$ cat config.mk
export PLATFORM = sky130hd
export DESIGN_NAME = ibex_obi_wb_bridge
export DESIGN_NICKNAME = d
export VERILOG_FILES = /design/src/rtl/ibex_obi_wb_bridge.sv
export SDC_FILE = /design/constraint.sdc
export NUM_CORES = 1
export LEC_CHECK = 0
export ABC_AREA = 1
export CORE_MARGIN = 3
export CORE_UTILIZATION = 35
export CTS_CLUSTER_SIZE = 16
export DETAILED_ROUTE_END_ITERATION = 8
export PLACE_DENSITY = 0.84
export SLEW_MARGIN = 5
export SYNTH_ARGS = -nofsm -noshare
export SYNTH_HDL_FRONTEND = slang
export SYNTH_SLANG_ARGS = --single-unit
$ cat constraint.sdc
create_clock -name clk_i -period 1.1 [get_ports clk_i]
set_input_delay 0.22 -clock clk_i [delete_from_list [all_inputs] [get_ports clk_i]]
set_output_delay 0.22 -clock clk_i [all_outputs]
set_load 0.05 [all_outputs]
$ cat src/rtl/ibex_obi_wb_bridge.sv
// ibex_obi_wb_bridge
//
// Bridges the Ibex LSU data port (OBI-style req/gnt/rvalid) onto a classic
// single-master Wishbone B4 bus. Only one transaction is outstanding at a time.
// A new request can be granted in the same cycle as the previous response,
// so back-to-back accesses cost two cycles each with zero-wait slaves.
//
// Optional build macro: IBEX_OBI_WB_TIMEOUT_EN
//   When defined, a BUS cycle that sees no ack/err for TIMEOUT_CYCLES clocks
//   is terminated locally and reported to the LSU as an error response.
//   When undefined, the bridge waits indefinitely for ack/err.
//
// Ports
//   clk_i, rst_i              clock, synchronous active-high reset
//   data_req_i / data_gnt_o   LSU request, combinational grant
//   data_addr_i, data_we_i,
//   data_be_i, data_wdata_i   LSU request payload
//   data_rvalid_o             one-cycle response pulse
//   data_err_o, data_rdata_o  response payload, held until the next response
//   wb_cyc_o, wb_stb_o        Wishbone cycle/strobe (registered)
//   wb_we_o, wb_sel_o,
//   wb_adr_o, wb_dat_o        Wishbone request payload, stable during a cycle
//   wb_dat_i, wb_ack_i,
//   wb_err_i                  Wishbone response
//
// State | meaning
// IDLE  | no transaction in flight, grant allowed
// BUS   | Wishbone cycle active, waiting for ack/err (or timeout)
// RESP  | response presented on data_rvalid_o, grant allowed

module ibex_obi_wb_bridge #(
   parameter int unsigned TIMEOUT_CYCLES = 255
) (
   input  logic        clk_i,
   input  logic        rst_i,

   input  logic        data_req_i,
   output logic        data_gnt_o,
   output logic        data_rvalid_o,
   output logic        data_err_o,
   input  logic [31:0] data_addr_i,
   input  logic        data_we_i,
   input  logic [3:0]  data_be_i,
   input  logic [31:0] data_wdata_i,
   output logic [31:0] data_rdata_o,

   output logic        wb_cyc_o,
   output logic        wb_stb_o,
   output logic        wb_we_o,
   output logic [3:0]  wb_sel_o,
   output logic [31:0] wb_adr_o,
   output logic [31:0] wb_dat_o,
   input  logic [31:0] wb_dat_i,
   input  logic        wb_ack_i,
   input  logic        wb_err_i
);

   typedef enum logic [1:0] {
      IDLE = 2'd0,
      BUS  = 2'd1,
      RESP = 2'd2
   } state_e;

   state_e state_q, state_d;
   logic   gnt;
   logic   bus_done;
   logic   timeout_hit;

   if (TIMEOUT_CYCLES < 1 || TIMEOUT_CYCLES > 65535) begin : g_bad_timeout
      $error("TIMEOUT_CYCLES must be in 1..65535");
   end

   assign gnt      = data_req_i & ((state_q == IDLE) | (state_q == RESP)) & ~rst_i;
   assign bus_done = wb_ack_i | wb_err_i;

`ifdef IBEX_OBI_WB_TIMEOUT_EN
   logic [15:0] tmo_cnt_q;

   always_ff @(posedge clk_i) begin
      if (rst_i) begin
         tmo_cnt_q <= '0;
      end else if (gnt) begin
         tmo_cnt_q <= '0;
      end else if ((state_q == BUS) && !bus_done) begin
         tmo_cnt_q <= tmo_cnt_q + 16'd1;
      end
   end

   // Fires in the last allowed BUS cycle so cyc/stb stay high exactly
   // TIMEOUT_CYCLES clocks; a real ack/err in that same cycle takes priority.
   assign timeout_hit = (state_q == BUS) && !bus_done &&
                        (tmo_cnt_q == 16'(TIMEOUT_CYCLES - 1));
`else
   assign timeout_hit = 1'b0;
`endif

   always_ff @(posedge clk_i) begin
      if (rst_i) state_q <= IDLE;
      else       state_q <= state_d;
   end

   always_comb begin
      state_d = state_q;
      case (state_q)
         IDLE:    if (gnt) state_d = BUS;
         BUS:     if (bus_done || timeout_hit) state_d = RESP;
         RESP:    state_d = gnt ? BUS : IDLE;
         default: state_d = IDLE;
      endcase
   end

   assign data_gnt_o    = gnt;
   assign wb_cyc_o      = (state_q == BUS);
   assign wb_stb_o      = (state_q == BUS);
   assign data_rvalid_o = (state_q == RESP);

   always_ff @(posedge clk_i) begin
      if (rst_i) begin
         wb_we_o      <= 1'b0;
         wb_sel_o     <= '0;
         wb_adr_o     <= '0;
         wb_dat_o     <= '0;
         data_err_o   <= 1'b0;
         data_rdata_o <= '0;
      end else begin
         if (gnt) begin
            wb_adr_o <= {data_addr_i[31:2], 2'b00};
            wb_we_o  <= data_we_i;
            wb_sel_o <= data_be_i;
            wb_dat_o <= data_wdata_i;
         end
         if (state_q == BUS) begin
            if (bus_done) begin
               // err wins over a simultaneous ack; only clean reads return data
               data_err_o   <= wb_err_i;
               data_rdata_o <= (!wb_we_o && !wb_err_i) ? wb_dat_i : 32'h0;
            end else if (timeout_hit) begin
               data_err_o   <= 1'b1;
               data_rdata_o <= 32'h0;
            end
         end
      end
   end

endmodule

# Yosys cells after proc, flatten, opt, wreduce, memory -nomap -nowiden
# Index checks and enable logic that the tools add are counted.
# word_totals
reg_bits	102
input_bits	106
output_inout_bits	106
# op_classes
eq_ne	4
reduce_logical	6
n_mux	5
n_bitwise	5
# op_table
operator	n
$mux 32	1
$pmux 2 s3	1
$mux 2	2
$reduce_and 2->1	2
$and 1x1->1	2
$eq 2x1->1 const B	1
$eq 2x2->1 const B	1
$logic_not 1->1	2
$logic_not 2->1	1
$ne 2x1->1 const B	1
$ne 2x2->1 const B	1
$or 1x1->1	2
$logic_and 1x1->1	1
$mux 1	1
$not 1->1	1

# Depth between registers and ports, before layout
# logic_depth
depth_word	6
ltp_mapped	7
ltp_nobuf	6

# Worst setup path after synthesis
# OpenSTA, ideal clock, no wires.
# synth_path
path_kind	reg2reg
start	register state_q[0]
end	register data_rdata_o[16]
setup_ns	0.113
arrival_ns	1.200
setup_slack_ns	-0.213
synth_period_minus_slack_ns	1.313
stages_incl_launch_ff	7
required_ns	0.987
path_cell_list	dfxtp_1 > inv_2 > nor2_4 > nand2_4 > buf_4 > nor2_1 > nor2_1
# synth_between
elab_chain_len	2
# synth_lines
item	line	rtl
from (decl)	64	state_e state_q, state_d;
from (signal assigned)	99	else state_q <= state_d;
$eq 2x1->1	-	
via wb_cyc_o	47	output logic wb_cyc_o,
$reduce_and 2->1 (no source line)	-	
to (signal assigned)	136	data_rdata_o <= (!wb_we_o && !wb_err_i) ? wb_dat_i : 32'h0;
to (decl)	45	output logic [31:0] data_rdata_o,
# The timed path passes the listed nets, and every way through them passes these cells.
# A chain may end at the register's enable or synchronous reset.

# Worst setup path after layout
# layout_path
start	register state_q[0]
end	output wb_stb_o
# layout_between
elab_chain_len	1
# layout_lines
item	line	rtl
$eq 2x1->1	114	assign wb_stb_o = (state_q == BUS);
to (decl)	48	output logic wb_stb_o,
# Every way passes these cells.

==> flow_summary_export.csv <==
group,metric,value,unit
cells_and_area,postLayoutCoreUtil,0.8523,
run_status,violations,"negative setup slack",
power,pwr-share-comb,0.335,
die,start_util,0.3672,
die,row_count,38,
place,place.port_buffers,207,
timing,period_minus_slack,1355,ps
die,die_w,113.8,µm
power,net-switching-power,3.967,mW
place,dp.cells,918,
timing,clock.fmax,0.7383,GHz
routing,drt-total-wl,19710,µm
clock_network,cts_tree,"yes",
global_routing,overflow,0,
cells_and_area,final_cell_count_no_fill,969,
yosys,synth_top_area_cell,"dfxtp_1",
yosys,netlist-cell-type-count,14,
critical_path,crit_type,"reg -> out",
power,swShare,0.3232,
power,ir_drop,0.8304,mV
place,place_hpwl,9768,µm
global_routing,grt_pass1_wl,26070,µm
power,power.density,1300,mW/mm²
cells_and_area,fill_cells,515,
yosys,synth-seq-cells,102,
place,place_area,0.007425,mm²
run,maxCapViolations,0,
timing,setup_viol,98,
clock_network,ctsHoldBuffers,0,
die,ioPinCount,212,
yosys,ys_warn_count,0,
cells_and_area,ff_latch_area,0.002257,mm²
critical_path,worst-path-max-fanout,3,
die,die_area,0.01295,mm²
yosys,syn-instance-count,583,
worst_hold_path,hold_path_class,"in -> reg",
critical_path,end_kind,"output pin",
clock_network,cts-htree-levels,3,
yosys,synthArstFlopShare,0,
place,gp_congestion,0.8211,
die,die_h,113.8,µm
routing,wl_per_cell,20.34,µm
routing,vias,4827,
critical_path,arrival,1130,ps
run_status,status,"finished with violations",
power,clkPwrFrac,0.311,
critical_path,start_kind,"flop",
timing,finClkSkew,8.467,ps
cells_and_area,multi_input_area,0.002375,mm²
yosys,synth_area,0.004068,mm²
clock_network,clock_path_buffers,2,
yosys,syn_avg_cell_area,6.977,µm²
die,core,0.01108,mm²
clock_network,cts_made_buffers,9,
cells_and_area,drive_gt1_frac,0.5380,
timing,finalHoldViolations,0,
clock_network,cts.clk_slew.worst_paths,70,ps
timing,report.final.slew_viol_count,0,
timing,fin_ws,-254.6,ps
yosys,netlist.area_leader.share,0.5020,
critical_path,reg2reg_slack,-200,ps
clock_network,clock_latency,350,ps
global_routing,grt_pass1_vias,4983,
yosys,yosysSeqAreaShare,0.5020,
yosys,synth_ff_type,"dfxtp_1",
power,pwr-share-seq,0.354,
routing,ant_nets,0,
clock_network,numClockSinks,102,
timing,fin_setup_tns,-10960,ps
routing,dr.pass1.iters,5,
yosys,synth_edf_count,0,
routing,via_per_inst,4.981,
yosys,synthTopCellsByArea,"dfxtp_1 (50%), nand2_1 (19%), nor2_1 (9.1%)",
yosys,synth_commonest_cells,"nand2_1 (205), dfxtp_1 (102), nor2_1 (99)",
timing,fin_crit_sh,1.231,
cells_and_area,layout.nets,930,
critical_path,required,880,ps
clock_network,root_buffer,"clkbuf_16",
routing,drc,0,
place,dp_worst_setup_slack,-434.2,ps
cells_and_area,antennaDiodeCount,0,
power,p_leak,4.185,nW
cells_and_area,syn_to_final_growth,132.1,%
global_routing,antenna_found_initial,0,
cells_and_area,final_area,0.009442,mm²
global_routing,grt_max_degree,44,
power,p_int,8.309,mW
yosys,synth.most_common_cell,"nand2_1",
global_routing,track_usage,0.2615,
power,total_power,12.28,mW
routing,drt-initial-drc-count,323,
timing,whs,328.6,ps
timing,rsz0062_at_grt,"true",
-- what timing repair did --
| action | 4_1_cts | 5_1_grt |
|---|---|---|
| endpoints found under the setup margin | 163 | 144 |
| setup buffers | 13 | 16 |
| gates cloned | 13 | 3 |
| hold endpoints to repair | 0 | 0 |
| gates resized for setup | 196 | 184 |
| pin swaps | 23 | 50 |
-- cells by family after synthesis --
| family | count (synthesis) | share of synthesized area |
|---|---|---|
| AOI/OAI and AO/OA | 1 | 0.001229 |
| and+or+nand+nor | 375 | 0.3740 |
| DFF | 102 | 0.5020 |
| other | 1 | 0.0009219 |
| buffers and inverters | 104 | 0.1218 |
-- flip-flops by register name (all words and copies together), names as in the netlist --
name          flops
data_rdata_o     32
wb_dat_o         32
wb_adr_o         30
wb_sel_o          4
state_q           2
data_err_o        1
wb_we_o           1
-- worst max-delay path, stage by stage (launching register included) --
cell and delay, ps:
dfxtp_2 350, inv_4 50, nor2_4 110, buf_6 140, buf_12 130
-- final timing paths --
path / start / end / cells past startpoint
hold / removal: rst_i / data_err_o$_SDFFE_PP0P_ / 3
setup reg to reg: state_q[0]$_SDFFE_PP0P_ / data_rdata_o[6]$_SDFFE_PP0P_ / 9
setup / recovery: state_q[0]$_SDFFE_PP0P_ / wb_stb_o / 4
hold reg to reg: wb_dat_o[17]$_SDFFE_PP0P_ / wb_dat_o[17]$_SDFFE_PP0P_ / 2
-- routing by layer --
layer,share of wire,vias to the layer above,routed length [µm],global-route usage
met4,0.039,0,770,0.1489
met1,0.34,2274,6769,0.2645
met2,0.53,268,10440,0.4731
met3,0.088,62,1727,0.08170
met5,0,-,0,0
li1,-,2223,-,-
-- cells in the final DEF (no fill, tap or decap) --
cell type,count
nand3_2,42
nor2_1,69
bufinv_16,3
inv_4,1
buf_12,127
nand2_8,2
nand2_4,11
nand2_2,56
a21oi_2,1
clkinvlp_4,1
clkdlybuf4s50_1,101
clkbuf_8,1
dlygate4sd2_1,1
dfxtp_2,67
dlymetal6s2s_1,1
conb_1,2
buf_16,6
buf_4,20
clkbuf_1,1
dfxtp_4,35
inv_1,64
buf_8,1
nand3_4,21
nand3_1,6
nor2_2,20
inv_8,1
clkinv_4,1
nor2_4,11
buf_6,6
clkbuf_16,11
nand2_1,138
clkinv_2,1
-- power by group through the flow --
stage / clock network [mW] / logic (mW) / registers (mW)
after floorplan: 0 / 0.668 / 5.11
final: 3.81 / 4.12 / 4.34
after detailed placement: 0 / 3.32 / 4.34
after global placement: 0 / 3.28 / 4.33
after global routing: 4.03 / 4.27 / 4.37
after CTS: 3.78 / 3.76 / 4.34
-- final cells by class --
class,instances,share of cell area
sequential,102,0.2391
inverter,67,0.02783
clock buffer,11,0.02571
timing repair buffer,265,0.4261
tap,140,0.01855
multi-input combinational,379,0.2515
clock inverter,5,0.01126
Note: power is estimated with default switching activity, not from simulation.
